**config.mk**
```make
export PLATFORM = sky130hd
export DESIGN_NAME = dac_mode_sequencer
export DESIGN_NICKNAME = d
export VERILOG_FILES = /design/src/rtl/dac_mode_sequencer.sv
export SDC_FILE = /design/constraint.sdc
export NUM_CORES = 1
export LEC_CHECK = 0
export ABC_AREA = 1
export BUFFER_PORTS_ARGS = -buffer_cell sky130_fd_sc_hd__buf_4
export CAP_MARGIN = 20
export CORE_MARGIN = 3
export CORE_UTILIZATION = 50
export CTS_CLUSTER_SIZE = 8
export DETAILED_ROUTE_END_ITERATION = 16
export PLACE_DENSITY = 0.74
export SLEW_MARGIN = 0
export SYNTH_ARGS = -nofsm -noshare
export SYNTH_HDL_FRONTEND = slang
export SYNTH_SLANG_ARGS = --single-unit
```
**constraint.sdc**
```tcl
create_clock -name clk -period 1.9 [get_ports clk]
set_clock_uncertainty 0.05 [all_clocks]
set_input_delay 0.285 -clock clk [delete_from_list [all_inputs] [get_ports clk]]
set_output_delay 0.285 -clock clk [all_outputs]
set_load 0.01 [all_outputs]
```
**src/rtl/dac_mode_sequencer.sv**
```systemverilog
`default_nettype none
// ============================================================================
// dac_mode_sequencer: debounces MCU mode pins and steps DAC/PLL through
// mute -> reset -> reconfigure -> settle -> release -> unmute.
// Rev 1.0
// ============================================================================
module dac_mode_sequencer #(
  parameter int STABLE_CYCLES = 4096,
  parameter int MUTE_WAIT     = 24000,
  parameter int RST_HOLD      = 240,
  parameter int PLL_SETTLE    = 48000,
  parameter int UNMUTE_WAIT   = 24000
) (
  input  logic       clk,
  input  logic       reset,
  input  logic       mcu_44_48,
  input  logic [1:0] mcu_f,
  input  logic       mcu_dsd_on,
  input  logic       mcu_mute,
  input  logic       mcu_dac_reset,
  output logic       dac_44_48,
  output logic [1:0] dac_f,
  output logic       dac_dsd,
  output logic       dac_mute,
  output logic       dac_reset,
  output logic [1:0] pll_s,
  output logic       busy
);

  typedef enum logic [2:0] {
    S_IDLE   = 3'd0,
    S_MUTE   = 3'd1,
    S_RST    = 3'd2,
    S_SETTLE = 3'd3,
    S_RUNW   = 3'd4
  } state_t;

  localparam logic [15:0] STABLE_LAST = 16'(STABLE_CYCLES - 1);
  localparam logic [15:0] MUTE_LOAD   = 16'(MUTE_WAIT - 1);
  localparam logic [15:0] RST_LOAD    = 16'(RST_HOLD - 1);
  localparam logic [15:0] SETTLE_LOAD = 16'(PLL_SETTLE - 1);
  localparam logic [15:0] RUNW_LOAD   = 16'(UNMUTE_WAIT - 1);
  localparam logic [3:0]  CFG_RESET   = 4'b0001;

  // cfg bit order: {44_48, f[1:0], dsd_on}
  logic [3:0]  cfg_s1, cfg_s2, cfg_prev;
  logic        mute_s1, mute_s2, drst_s1, drst_s2;
  logic [15:0] stable_cnt;
  logic [3:0]  tgt, tgt_prev, applied;

  state_t      state, state_nxt;
  logic [15:0] cnt, cnt_nxt;
  logic        seq_mute, seq_reset, load_applied;
  logic        retarget;

  always_ff @(posedge clk) begin
    if (reset) begin
      cfg_s1     <= CFG_RESET;
      cfg_s2     <= CFG_RESET;
      mute_s1    <= 1'b0;
      mute_s2    <= 1'b0;
      drst_s1    <= 1'b0;
      drst_s2    <= 1'b0;
      cfg_prev   <= CFG_RESET;
      stable_cnt <= '0;
      tgt        <= CFG_RESET;
      tgt_prev   <= CFG_RESET;
    end else begin
      cfg_s1   <= {mcu_44_48, mcu_f, mcu_dsd_on};
      cfg_s2   <= cfg_s1;
      mute_s1  <= mcu_mute;
      mute_s2  <= mute_s1;
      drst_s1  <= mcu_dac_reset;
      drst_s2  <= drst_s1;
      cfg_prev <= cfg_s2;
      tgt_prev <= tgt;
      // Counter saturates once the value is accepted; reloading tgt is harmless.
      if (cfg_s2 != cfg_prev) begin
        stable_cnt <= '0;
      end else if (stable_cnt == STABLE_LAST) begin
        tgt <= cfg_s2;
      end else begin
        stable_cnt <= stable_cnt + 16'd1;
      end
    end
  end

  // A fresh target differing from what is applied restarts the reset phase.
  assign retarget = (tgt != tgt_prev) && (tgt != applied);

  always_comb begin
    state_nxt    = state;
    cnt_nxt      = cnt;
    seq_mute     = 1'b1;
    seq_reset    = 1'b0;
    load_applied = 1'b0;
    case (state)
      S_IDLE: begin
        seq_mute = 1'b0;
        if (tgt != applied) begin
          state_nxt = S_MUTE;
          cnt_nxt   = MUTE_LOAD;
        end
      end
      S_MUTE: begin
        if (cnt == '0) begin
          state_nxt = S_RST;
          cnt_nxt   = RST_LOAD;
        end else begin
          cnt_nxt = cnt - 16'd1;
        end
      end
      S_RST: begin
        seq_reset = 1'b1;
        if (retarget) begin
          cnt_nxt = RST_LOAD;
        end else if (cnt == '0) begin
          state_nxt    = S_SETTLE;
          cnt_nxt      = SETTLE_LOAD;
          load_applied = 1'b1;
        end else begin
          cnt_nxt = cnt - 16'd1;
        end
      end
      S_SETTLE: begin
        seq_reset = 1'b1;
        if (retarget) begin
          state_nxt = S_RST;
          cnt_nxt   = RST_LOAD;
        end else if (cnt == '0) begin
          state_nxt = S_RUNW;
          cnt_nxt   = RUNW_LOAD;
        end else begin
          cnt_nxt = cnt - 16'd1;
        end
      end
      S_RUNW: begin
        if (retarget) begin
          state_nxt = S_RST;
          cnt_nxt   = RST_LOAD;
        end else if (cnt == '0) begin
          state_nxt = S_IDLE;
          cnt_nxt   = '0;
        end else begin
          cnt_nxt = cnt - 16'd1;
        end
      end
      default: begin
        state_nxt = S_RST;
        cnt_nxt   = RST_LOAD;
      end
    endcase
  end

  always_ff @(posedge clk) begin
    if (reset) begin
      state     <= S_RST;
      cnt       <= RST_LOAD;
      applied   <= CFG_RESET;
      dac_44_48 <= 1'b0;
      dac_f     <= 2'b00;
      dac_dsd   <= 1'b1;
      pll_s     <= 2'b10;
      dac_mute  <= 1'b1;
      dac_reset <= 1'b1;
      busy      <= 1'b1;
    end else begin
      state <= state_nxt;
      cnt   <= cnt_nxt;
      if (load_applied) begin
        applied <= tgt;
      end
      dac_44_48 <= applied[3];
      dac_f     <= applied[2:1];
      dac_dsd   <= applied[0];
      pll_s     <= {applied[0], applied[3]};
      dac_mute  <= seq_mute | mute_s2;
      dac_reset <= seq_reset | drst_s2;
      busy      <= (state != S_IDLE);
    end
  end

endmodule
`default_nettype wire

```
# Yosys cells after proc, flatten, opt, wreduce, memory -nomap -nowiden
# Cells that the tools add are included.
# word_totals
mem_bits_ro	0
ram_bits	0
elab_cells	70
latch_bits	0
memories	0
output_inout_bits	9
register_bits	72
# op_classes
n_reduce_logical	8
shift	0
n_eq_ne	14
order_cmp	0
mul	0
bitwise	3
muxes	23
div	0
addsub	2
# op_table
cell	count
$mux 16	8
$pmux 16 s5	1
$mux 3	8
$add 16x1->16 const B	1
$eq 16x12->1 const B	1
$logic_not 16->1	1
$sub 16x1->16 const B	1
$pmux 3 s5	1
$ne 4x4->1	3
$ne 2x2->1 const B	4
$eq 3x2->1 const B	2
$ne 3x3->1 const B	2
$reduce_and 6->1	1
$mux 1	5
$reduce_or 2->1	2
$eq 3x1->1 const B	1
$eq 3x3->1 const B	1
$logic_not 3->1	1
$reduce_bool 3->1	1
$or 1x1->1	2
$reduce_and 2->1	1
$logic_and 1x1->1	1
$not 1->1	1

# Longest topological paths before layout
# Gate-level depths: netlist of the first run.
# depth
depth_word	4
mapped_depth	15
depth_no_buf	15

# Least setup slack after synthesis of the first run
# OpenSTA, ideal clock, no wires.
# synth_timing
path_type	register -> register
from	register cnt[0]
to	register state[2]
arrival_time_ns	1.529
slack_ns	0.208
setup_time_ns	0.113
n_path_buf	0
stages_incl_launch_ff	16
cell_sequence	dfxtp_1 > inv_1 > ha_1 > nand2_2 > nor2_4 > nand2_2 > nor2_4 > nand3_4 > clkinv_2 > nand2_4 > nand2_2 > nand3_2 > clkinv_2 > nand2_1 > nand2_1 > nor2_1
# synth_via
elab_chain_len	3
# synth_rtl
item	line_no	text
from (decl)	52	logic [15:0] cnt, cnt_nxt;
from (signal assigned)	169	cnt <= cnt_nxt;
$logic_not 16->1 *	-	
$ne 3x3->1 (no source line) or $ne 2x2->1 (tied branches)	-	
$reduce_and 6->1 (no source line) *	-	
to (signal assigned)	168	state <= state_nxt;
to (decl)	51	state_t state, state_nxt;
# Mark *: on every way between the ends. The rest lies on a longest branch, timed or not.
# A chain may end at the register's enable or synchronous reset.

# Final worst setup path of the first run
# layout_timing
from	register cnt[0]
to	register cnt[15]
# layout_via
elab_chain_len	4
# layout_rtl
item	line_no	text
$sub 16x1->16 or $logic_not 16->1 (tied branches)	-	
$mux 16, on equally long branches	141, 117, 130	
$mux 16, on equally long branches	138, 115, 127	
$pmux 16 s5 *	97	case (state)
# Marked as above.

==> results.cfg, run 1 <==
[run_status]
run_status = complete, no violations

[layout]
layout.nets = 542
syn2layout_area_growth_pct = 15.0
final_layout_size_suffix_gt1_share_pct = 17.5
insertedDiodeCount = 0

[yosys]
synth-edff-count = 0
yosysSeqAreaShare_pct = 40.5
async_s_r_ff_share_synth_pct = 0
postSynthNetCount = 513
ys_warn_count = 0
synth_cell_type_count = 31
syn_area_sq_um = 3460
synth.avg_cell_area_sq_um = 6.89
synth_ff_type = dfxtp_1
ys_seq_elements = 70
cells_after_synthesis = 503

[power_and_ir_drop]
power.ir.vdd_worst_mv = 0.924
power-per-cell-area_nw_per_um2 = 1170
switchingPower_w = 0.00185
p_sw_share_pct = 39.7
p_int_w = 0.00281
combPwrFrac_pct = 34.6
seq_power_share_pct = 39.0
p_clk_share_pct = 26.3
leakagePower_nw = 1.87

[sta]
postLayoutSetupSlackWorst_ns = 0.0991
timing_hold_violations_final = 0
relSlewSlack_pct = 72.4
layout_worst_path_cycle_share_pct = 94.8
min_period_ns = 1.80
hold_ws_ns = 0.0559
final-setup-viol-count = 0
tns_ns = 0
max_slew.worst_pin.slew_ns = 0.412
fmax_ghz = 0.555
final-max-slew-violation-count = 0
unrepaired_setup_endpoints_after_global_routing = true

[grt]
number_of_global_route_vias_before_repair = 2836
wire_length_of_the_first_global_routing_pass_mm = 12.1
grt_usage_pct = 19.3
grt_max_degree = 26
grt_antenna_before_repair = 0
grt_overflow = 0

[die]
die_width_um = 89.2
num_io_pins = 17
initial_utilization_pct = 53.0
die_area_sq_um = 7960
design.core.area_sq_um = 6530
die-height_um = 89.2
placementRows = 29

[setup_path]
timing.reg2reg.worst_path_depth = 11
path_cells = inv_4 > ha_4 > nand2_2 > nor2_4 > nand2_2 > nor2_4 > nand3_4 > nand3_1 > nand2_1 > a21oi_1 > nor3_1
timing.critical_path.required_ns = 2.09
startpoint_type = register
cp_data_arrival_time_ns = 1.99
r2r_setup_slack_ns = 0.1
worst_path_largest_cell_delay_ns = 0.36
worstReg2RegEnd = cnt[15]
cp_top_delay_family = simple AND/OR/NAND/NOR gates
highest_fanout_seen_on_the_critical_path = 7
count_of_buffer_and_inverter_cells_on_the_critical_path = 1
setup.worst_path.start = cnt[0]
r2r_start = cnt[0]
crit_path_top_delay_cell = dfxtp_4
worst_setup_path_end_kind = register
timing.setup.critical_path_class = reg -> reg

[cts]
clkSinkCount = 70
clk_root_buffer_cell = clkbuf_8
clk_pin_slew_ns = 0.08
cts_hold_repair.buffers = 0
cts-htree-levels = 3
worstSkewPairLatency_ns = 0.36
tritoncts = done
cts-root-to-sink-buffers = 2
cts-buffers-inserted = 9

[drt]
vias = 3067
drtAntennaViolNets = 0
detail_route.drc_violations = 0
drt-total-wl_mm = 7.23
route.detailed.vias_per_inst = 5.00
detail_route.first_pass.iterations = 4
post_drt_wl_per_cell_um = 11.8
dr.first_iter.drc_count = 152

[worst_hold_path]
hold_start = mcu_dsd_on
holdPathStages = 2
hold-path-endpoint = cfg_s1[0]
hold_class = in -> reg

[placement]
gp_congestion = 0.979
dpl.hpwl_mm = 5.04
place_ws_ns = 0.00570
port-buffer-count = 16

[run]
max_cap_viol_count = 0
-- through the flow --
| stage | total power [W] | utilization, % | area, sq um | instances |
|---|---|---|---|---|
| global route | 0.00501 | 61.0 | 3980 | 614 |
| CTS | 0.00456 | 59.5 | 3890 | 608 |
| global placement | 0.00327 | 56.3 | 3680 | 592 |
| floorplan | 0.00298 | - | 3460 | 503 |
| detailed placement | 0.00331 | 56.3 | 3680 | 592 |
| finish | 0.00467 | 61.0 | 3980 | 614 |
-- placed cells by master, fill, tap and decap left out, types with 2 or more instances in the layout --
master	netlist	layout
o21ai_1	4	5
inv_6	0	3
o21ai_0	19	18
nor3_4	2	2
a31oi_1	5	5
xnor2_1	5	5
or2_2	5	5
inv_2	6	8
dfxtp_1	70	68
inv_4	0	3
clkinvlp_4	0	3
clkbuf_8	0	9
nor2_1	68	66
nor2_2	4	5
nand3_1	24	23
a21oi_1	27	27
nand4_1	7	7
nand2_2	7	8
inv_1	66	63
nand2_4	2	3
nor2_4	4	5
nand3_4	2	3
buf_4	3	29
a21oi_2	2	2
nand3b_1	2	2
xor2_1	17	17
nand2_1	134	132
nor3_1	2	2
-- state kept, by name, indices dropped and copies added (netlist names) --
register,flops
tgt_prev,4
state,3
busy,1
dac_f,2
tgt,4
drst_s2,1
cnt,16
mute_s2,1
dac_dsd,1
applied,4
cfg_s1,4
dac_reset,1
stable_cnt,16
dac_mute,1
drst_s1,1
pll_s,1
mute_s1,1
cfg_s2,4
cfg_prev,4
-- power groups by stage --
stage | sequential, W | combinational, W | clock (W)
6_report | 0.00182 | 0.00162 | 0.00123
2_1_floorplan | 0.00180 | 0.00118 | 0
3_3_place_gp | 0.00182 | 0.00145 | 0
4_1_cts | 0.00180 | 0.00150 | 0.00126
3_5_place_dp | 0.00183 | 0.00148 | 0
5_1_grt | 0.00184 | 0.00185 | 0.00132
-- kinds of logic (layout without fill, tap and decap cells) --
group                    count (synthesis)  after routing  synth area share (%)
buffers and inverters                   86            120                  9.79
AND/OR/NAND/NOR                        265            265                  34.6
adder cells (fa/ha/maj)                  2              2                 0.722
XOR/XNOR                                22             22                  5.56
AO/OA/AOI/OAI                           58             58                  8.85
flip-flops                              70             70                  40.5
-- what timing repair did --
| item | CTS | global route |
|---|---|---|
| endpoints found under the setup margin | 2 | 21 |
| buffers inserted | 0 | 6 |
| gates resized for setup | 1 | 19 |
| pin swaps | 0 | 7 |
-- layer usage --
layer | vias to the layer above | GRT usage [%] | wire length [um]
li1 | 1615 | - | -
met5 | - | 0 | 0
met3 | 17 | 4.79 | 382
met2 | 74 | 30.6 | 3320
met4 | 0 | 8.66 | 176
met1 | 1361 | 24.8 | 3350
-- layout make-up --
cell class              instances  area, sq um
flip-flops and latches         70         1410
repair buffers                 29          218
multi-input cells             347         1770
inverters                      75          290
well taps                      77         96.3
clock inverters                 7         78.8
clock buffers                   9          124
fillers                       590         2550
-- cell usage after synthesis (5+ instances only) --
cell      count  share of area [%]
xor2_1       17                4.3
nor2_1       68                7.4
inv_2         6               0.65
o21ai_0      19                2.7
nand3_1      24                3.5
nand4_1       7                1.3
nand2_1     134                 15
nand2_2       7                1.3
a31oi_1       5               0.90
clkbuf_1      7               0.76
inv_1        66                7.2
xnor2_1       5                1.3
dfxtp_1      70                 40
or2_2         5               0.90
a21oi_1      27                3.9
-- worst max path at each step --
stage	to	slack, ns	cells after the start
floorplan	state[2]	0.21	15
global placement	applied[2]	0.09	11
detailed placement	applied[1]	0.006	11
CTS	state[2]	0.02	15
global route	cnt[15]	-0.04	11
finish	cnt[15]	0.1	11
No activity file was read; power rests on OpenSTA's default activity.
==> run 2, diff against run 1 <==
Settings changed: CORE_UTILIZATION 50 to 60, HOLD_SLACK_MARGIN from default to 0.1, PLACE_DENSITY 0.74 to 0.85.
==> run 2 against run 1 <==
  * Cell count grew 0.33%
  * Global-route usage increased by 5.1 points
  * Critical path type unchanged
  * Via count rose by 6.1%
  * Critical path depth is 4 higher
  * Setup slack worse by 0.042 ns
  * Non-clock buffer count up 7
  * Largest power group unchanged
  * Cell area is 3.4% higher
  * Register-to-register slack worse by 0.04 ns
  * Wire length rose by 7.8%
==> results.cfg, run 2 (synthesis gave the netlist of run 1 again) <==
[run_status]
run_status = complete, no violations

[run]
max_cap_viol_count = 0

[layout]
final_layout_size_suffix_gt1_share_pct = 18.2
syn2layout_area_growth_pct = 18.9
mostFrequentLayoutCell = nand2_1
utilization_pct = 74.3
num-fill-cells = 412
most_used_cells_in_the_layout_excluding_fill_and_tap_cells = nand2_1, nor2_1, dfxtp_1
insertedDiodeCount = 0
largest_registers = cnt x16, stable_cnt x16
layout.nets = 549

[sta]
min_period_ns = 1.84
tns_ns = 0
fmax_ghz = 0.543
max_slew.worst_pin.slew_ns = 0.439
layout_worst_path_cycle_share_pct = 97.0
unrepaired_setup_endpoints_after_global_routing = true
final-setup-viol-count = 0
relSlewSlack_pct = 70.7
timing_hold_violations_final = 0
final-max-slew-violation-count = 0

[grt]
grt_usage_pct = 24.4
number_of_global_route_vias_before_repair = 2902
grt_antenna_before_repair = 0
grt_max_degree = 43
wire_length_of_the_first_global_routing_pass_mm = 12.7
grt_overflow = 0

[power_and_ir_drop]
power-per-cell-area_nw_per_um2 = 1210
leakagePower_nw = 1.94
power.ir.vdd_worst_mv = 1.07

[cts]
clk_root_buffer_cell = clkbuf_8
clkSinkCount = 70
tritoncts = done
cts-buffers-inserted = 9
clk_pin_slew_ns = 0.08
cts-htree-levels = 3
cts-root-to-sink-buffers = 2
worstSkewPairLatency_ns = 0.35

[setup_path]
worstReg2RegEnd = state[2]
r2r_start = cnt[0]
timing.reg2reg.worst_path_depth = 15
cp_data_arrival_time_ns = 2.05
startpoint_type = register
setup.worst_path.start = cnt[0]
timing.critical_path.required_ns = 2.10
worst_setup_path_end_kind = register
critical_path.endpoint = state[2]
r2r_setup_slack_ns = 0.06
highest_fanout_seen_on_the_critical_path = 7
timing.setup.critical_path_class = reg -> reg

[die]
placementRows = 27
die_area_sq_um = 6720
design.core.area_sq_um = 5540
initial_utilization_pct = 62.5
die-height_um = 82.0
die_width_um = 82.0
num_io_pins = 17

[placement]
port-buffer-count = 16
dpl.hpwl_mm = 5.17
gp_congestion = 0.905

[drt]
route.detailed.vias_per_inst = 5.28
detail_route.first_pass.iterations = 5
drtAntennaViolNets = 0
dr.first_iter.drc_count = 313
post_drt_wl_per_cell_um = 12.7
drt-total-wl_mm = 7.80
vias = 3255
detail_route.drc_violations = 0

[worst_hold_path]
hold_class = in -> reg
holdPathStages = 2
[run 2: cell types whose count changed in the layout (fill, tap and decap cells not counted), moves of 2 or more]
cell           previous run  this run
bufinv_16                 1         3
clkinv_4                  0         2
clkinvlp_4                3         0
dfxtp_1                  68        66
dfxtp_2                   1         4
dlygate4sd3_1             0         6
inv_1                    63        61
inv_2                     8        11
inv_6                     3         1
[run 2: layer usage]
layer	wire length [um]	global-route usage, %	share of wire (%)	vias to the layer above
met5	0	0	0	-
met4	141	10.1	1.8	0
met3	429	4.71	5.5	13
met2	3800	39.8	49	99
met1	3430	31.4	44	1513
li1	-	-	-	1630
[run 2: per-stage QoR]
| stage | power, W | area [sq um] | hold slack (ns) | worst slack (ns) | std cells |
|---|---|---|---|---|---|
| after floorplan | 0.00298 | 3460 | 0.337 | 0.208 | 503 |
| after global placement | 0.00327 | 3660 | 0.339 | 0.0776 | 585 |
| after detailed placement | 0.00331 | 3660 | 0.347 | 0.0103 | 585 |
| after CTS | 0.00483 | 3980 | 0.295 | 0.0166 | 607 |
| after global routing | 0.00534 | 4120 | 0.314 | -0.0908 | 616 |
| final | 0.00500 | 4120 | 0.297 | 0.0575 | 616 |
[run 2: power by group]
group	internal, W	switching, W
clock	0.000917	0.000598
sequential	0.00163	0.000182
combinational	0.000591	0.00108
total	0.00314	0.00186
[run 2: worst min path at each step]
stage	startpoint	to	slack (ns)
global placement	cfg_s1[1]	cfg_s2[1]	0.34
detailed placement	cfg_s1[2]	cfg_s2[2]	0.35
finish	reset	cfg_prev[1]	0.30
floorplan	drst_s2	dac_reset	0.34
CTS	reset	cfg_prev[1]	0.29
global route	reset	cfg_s2[2]	0.31
[run 2: area by class of cell]
class	count	area, sq um	share of cell area (%)
clock inverters	6	116	2.83
flip-flops and latches	70	1410	34.2
well taps	72	90.1	2.19
repair buffers	36	298	7.23
clock buffers	10	138	3.34
inverters	75	289	7.02
multi-input cells	347	1780	43.2
[run 2: what timing repair did]
action / 4_1_cts / 5_1_grt
resized for setup: 1 / 23
pin swaps: 0 / 9
hold buffers: 6 / 0
setup endpoints to repair: 2 / 35
setup buffers: 0 / 9
hold endpoints to repair: 6 / 0
[run 2: critical path, cell delays in order, from the launching register on]
cell and delay (ns):
dfxtp_2 0.34, inv_2 0.08, ha_4 0.14, nand2_2 0.07, nor2_4 0.12, nand2_2 0.09
nor2_4 0.14, nand3_4 0.13, inv_4 0.12, nand2_4 0.07, nand2_4 0.07, nand3_4 0.08
inv_4 0.09, nand2_1 0.05, nand2_1 0.05, nor2_1 0.04
==> run 3, diff against run 2 <==
Settings changed: SLEW_MARGIN 0 to 20.
Clock period 1.9 ns to 1.95 ns, I/O delays scaled along.
==> run 3 against run 2 <==
  * First-iteration DRC count fell by 28%
  * Hold slack improved by 0.020 ns
  * Wire length fell by 7.1%
  * Sequential share of layout area rose by 1.2 points
  * Via count fell by 1.5%
  * Sequential power fell by 3%
  * Fmax rose by 0.95%
  * Non-clock buffer count fell by 6
  * Critical path type unchanged
  * Largest cell class unchanged
==> results.cfg, run 3 (synthesis gave the netlist of run 1 again) <==
[cts]
clkSinkCount = 70
worstSkewPairLatency_ns = 0.35
tritoncts = done
clk_root_buffer_cell = clkbuf_8
clk_pin_slew_ns = 0.08
cts-htree-levels = 3
cts-buffers-inserted = 9
cts-root-to-sink-buffers = 2

[die]
design.core.area_sq_um = 5540
num_io_pins = 17
die-height_um = 82.0
initial_utilization_pct = 62.5
die_width_um = 82.0
die_area_sq_um = 6720
placementRows = 27

[grt]
grt_usage_pct = 23.4
grt_max_degree = 43
number_of_global_route_vias_before_repair = 2893
grt_overflow = 0
wire_length_of_the_first_global_routing_pass_mm = 12.3
grt_use_met3_pct = 5.48
most_used_routing_layer = met2
global_route.usage.met2_pct = 38.1
global_route_met1_usage_pct = 29.4
grt_antenna_before_repair = 0

[sta]
unrepaired_setup_endpoints_after_global_routing = true
layout_worst_path_cycle_share_pct = 93.6
relSlewSlack_pct = 70.5
max_slew.worst_pin.slew_ns = 0.442
timing_hold_violations_final = 0
final-setup-viol-count = 0
fmax_ghz = 0.548
final-max-slew-violation-count = 0
min_period_ns = 1.83
postLayoutSetupSlackWorst_ns = 0.125

[drt]
vias = 3206
detail_route.drc_violations = 0
post_drt_wl_per_cell_um = 11.9
route.detailed.vias_per_inst = 5.26
drtAntennaViolNets = 0
dr.first_iter.drc_count = 225
detail_route.first_pass.iterations = 5
drt-total-wl_mm = 7.24

[worst_hold_path]
hold_class = in -> reg
hold-path-endpoint = cfg_s2[1]
holdPathStages = 2
hold_start = reset

[setup_path]
startpoint_type = register
crit_path_top_delay_cell = dfxtp_2
worst_setup_path_end_kind = register
cp_top_delay_family = simple AND/OR/NAND/NOR gates
timing.critical_path.required_ns = 2.14
r2r_setup_slack_ns = 0.12
r2r_start = cnt[0]
highest_fanout_seen_on_the_critical_path = 6
crit_top_cell = nand2_2
cp_data_arrival_time_ns = 2.02
worst_path_largest_cell_delay_ns = 0.34
timing.reg2reg.worst_path_depth = 15
path_cells = inv_2 > ha_4 > nand2_2 > nor2_4 > nand2_2 > nor2_4 > nand3_4 > inv_4 > nand2_4 > nand2_2 > nand3_2 > clkinv_2 > nand2_1 > nand2_1 > nor2_1
timing.setup.critical_path_class = reg -> reg
worstReg2RegEnd = state[2]
count_of_buffer_and_inverter_cells_on_the_critical_path = 3

[run]
max_cap_viol_count = 0

[placement]
place_ws_ns = -0.0274
gp_congestion = 0.919
port-buffer-count = 16
post_dp_cell_area_sq_um = 3640
dpl.hpwl_mm = 5.04

[run_status]
run_status = complete, no violations

[power_and_ir_drop]
leakagePower_nw = 1.88
power-per-cell-area_nw_per_um2 = 1130
power.ir.vdd_worst_mv = 0.837

[layout]
syn2layout_area_growth_pct = 14.6
final_layout_size_suffix_gt1_share_pct = 15.8
most_used_cells_in_the_layout_excluding_fill_and_tap_cells = nand2_1, nor2_1, dfxtp_1
postLayoutCellArea_sq_um = 3970
largest_registers = cnt x16, stable_cnt x16
mostFrequentLayoutCell = nand2_1
utilization_pct = 71.7
layout.nets = 543
insertedDiodeCount = 0
## run 3: cell types whose count changed in the layout (fill, tap and decap cells not counted), moves of 2 or more
cell       change
dfxtp_2        -2
clkinv_2       +3
dfxtp_1        +2
buf_4          -5
inv_4          -2
inv_2          -3
bufinv_16      -2
inv_1          +3
## run 3: worst max path at each step
stage,startpoint,end,cells past startpoint
2_1_floorplan,cnt[0],state[2],15
3_3_place_gp,cnt[0],applied[2],11
3_5_place_dp,cnt[0],applied[3],11
4_1_cts,cnt[0],state[2],15
5_1_grt,cnt[1],state[2],15
6_report,cnt[0],state[2],15
## run 3: power breakdown
group / internal, W / total (W) / switching, W
Clock: 0.000634 / 0.00120 / 0.000564
Combinational: 0.000527 / 0.00151 / 0.000984
Sequential: 0.00159 / 0.00176 / 0.000173
## run 3: final cells by class
cell class | instances | area (sq um)
clock inverters | 6 | 68.8
repair buffers | 30 | 240
clock buffers | 10 | 138
well taps | 72 | 90.1
inverters | 75 | 287
flip-flops and latches | 70 | 1400
fillers | 444 | 1570
multi-input cells | 347 | 1740
## run 3: timing repair
action | 4_1_cts | 5_1_grt
setup endpoints to repair | 2 | 34
endpoints found under the hold margin | 6 | 0
resized for setup | 1 | 8
pin swaps | 0 | 3
hold buffers | 6 | 0
setup buffers | 0 | 5
## run 3: layer usage
metal  wire, um  share of wire, %
met3        414               5.7
met5          0                 0
met1       3370                47
met2       3290                45
met4        163               2.3
## run 3: per-stage QoR
stage / TNS (ns) / power [W] / instances / hold slack [ns]
6_report: 0 / 0.00447 / 610 / 0.317
5_1_grt: -0.101 / 0.00479 / 610 / 0.322
4_1_cts: 0 / 0.00443 / 605 / 0.304
3_5_place_dp: -0.0458 / 0.00322 / 583 / 0.348
3_3_place_gp: 0 / 0.00319 / 583 / 0.340
2_1_floorplan: 0 / 0.00291 / 503 / 0.337
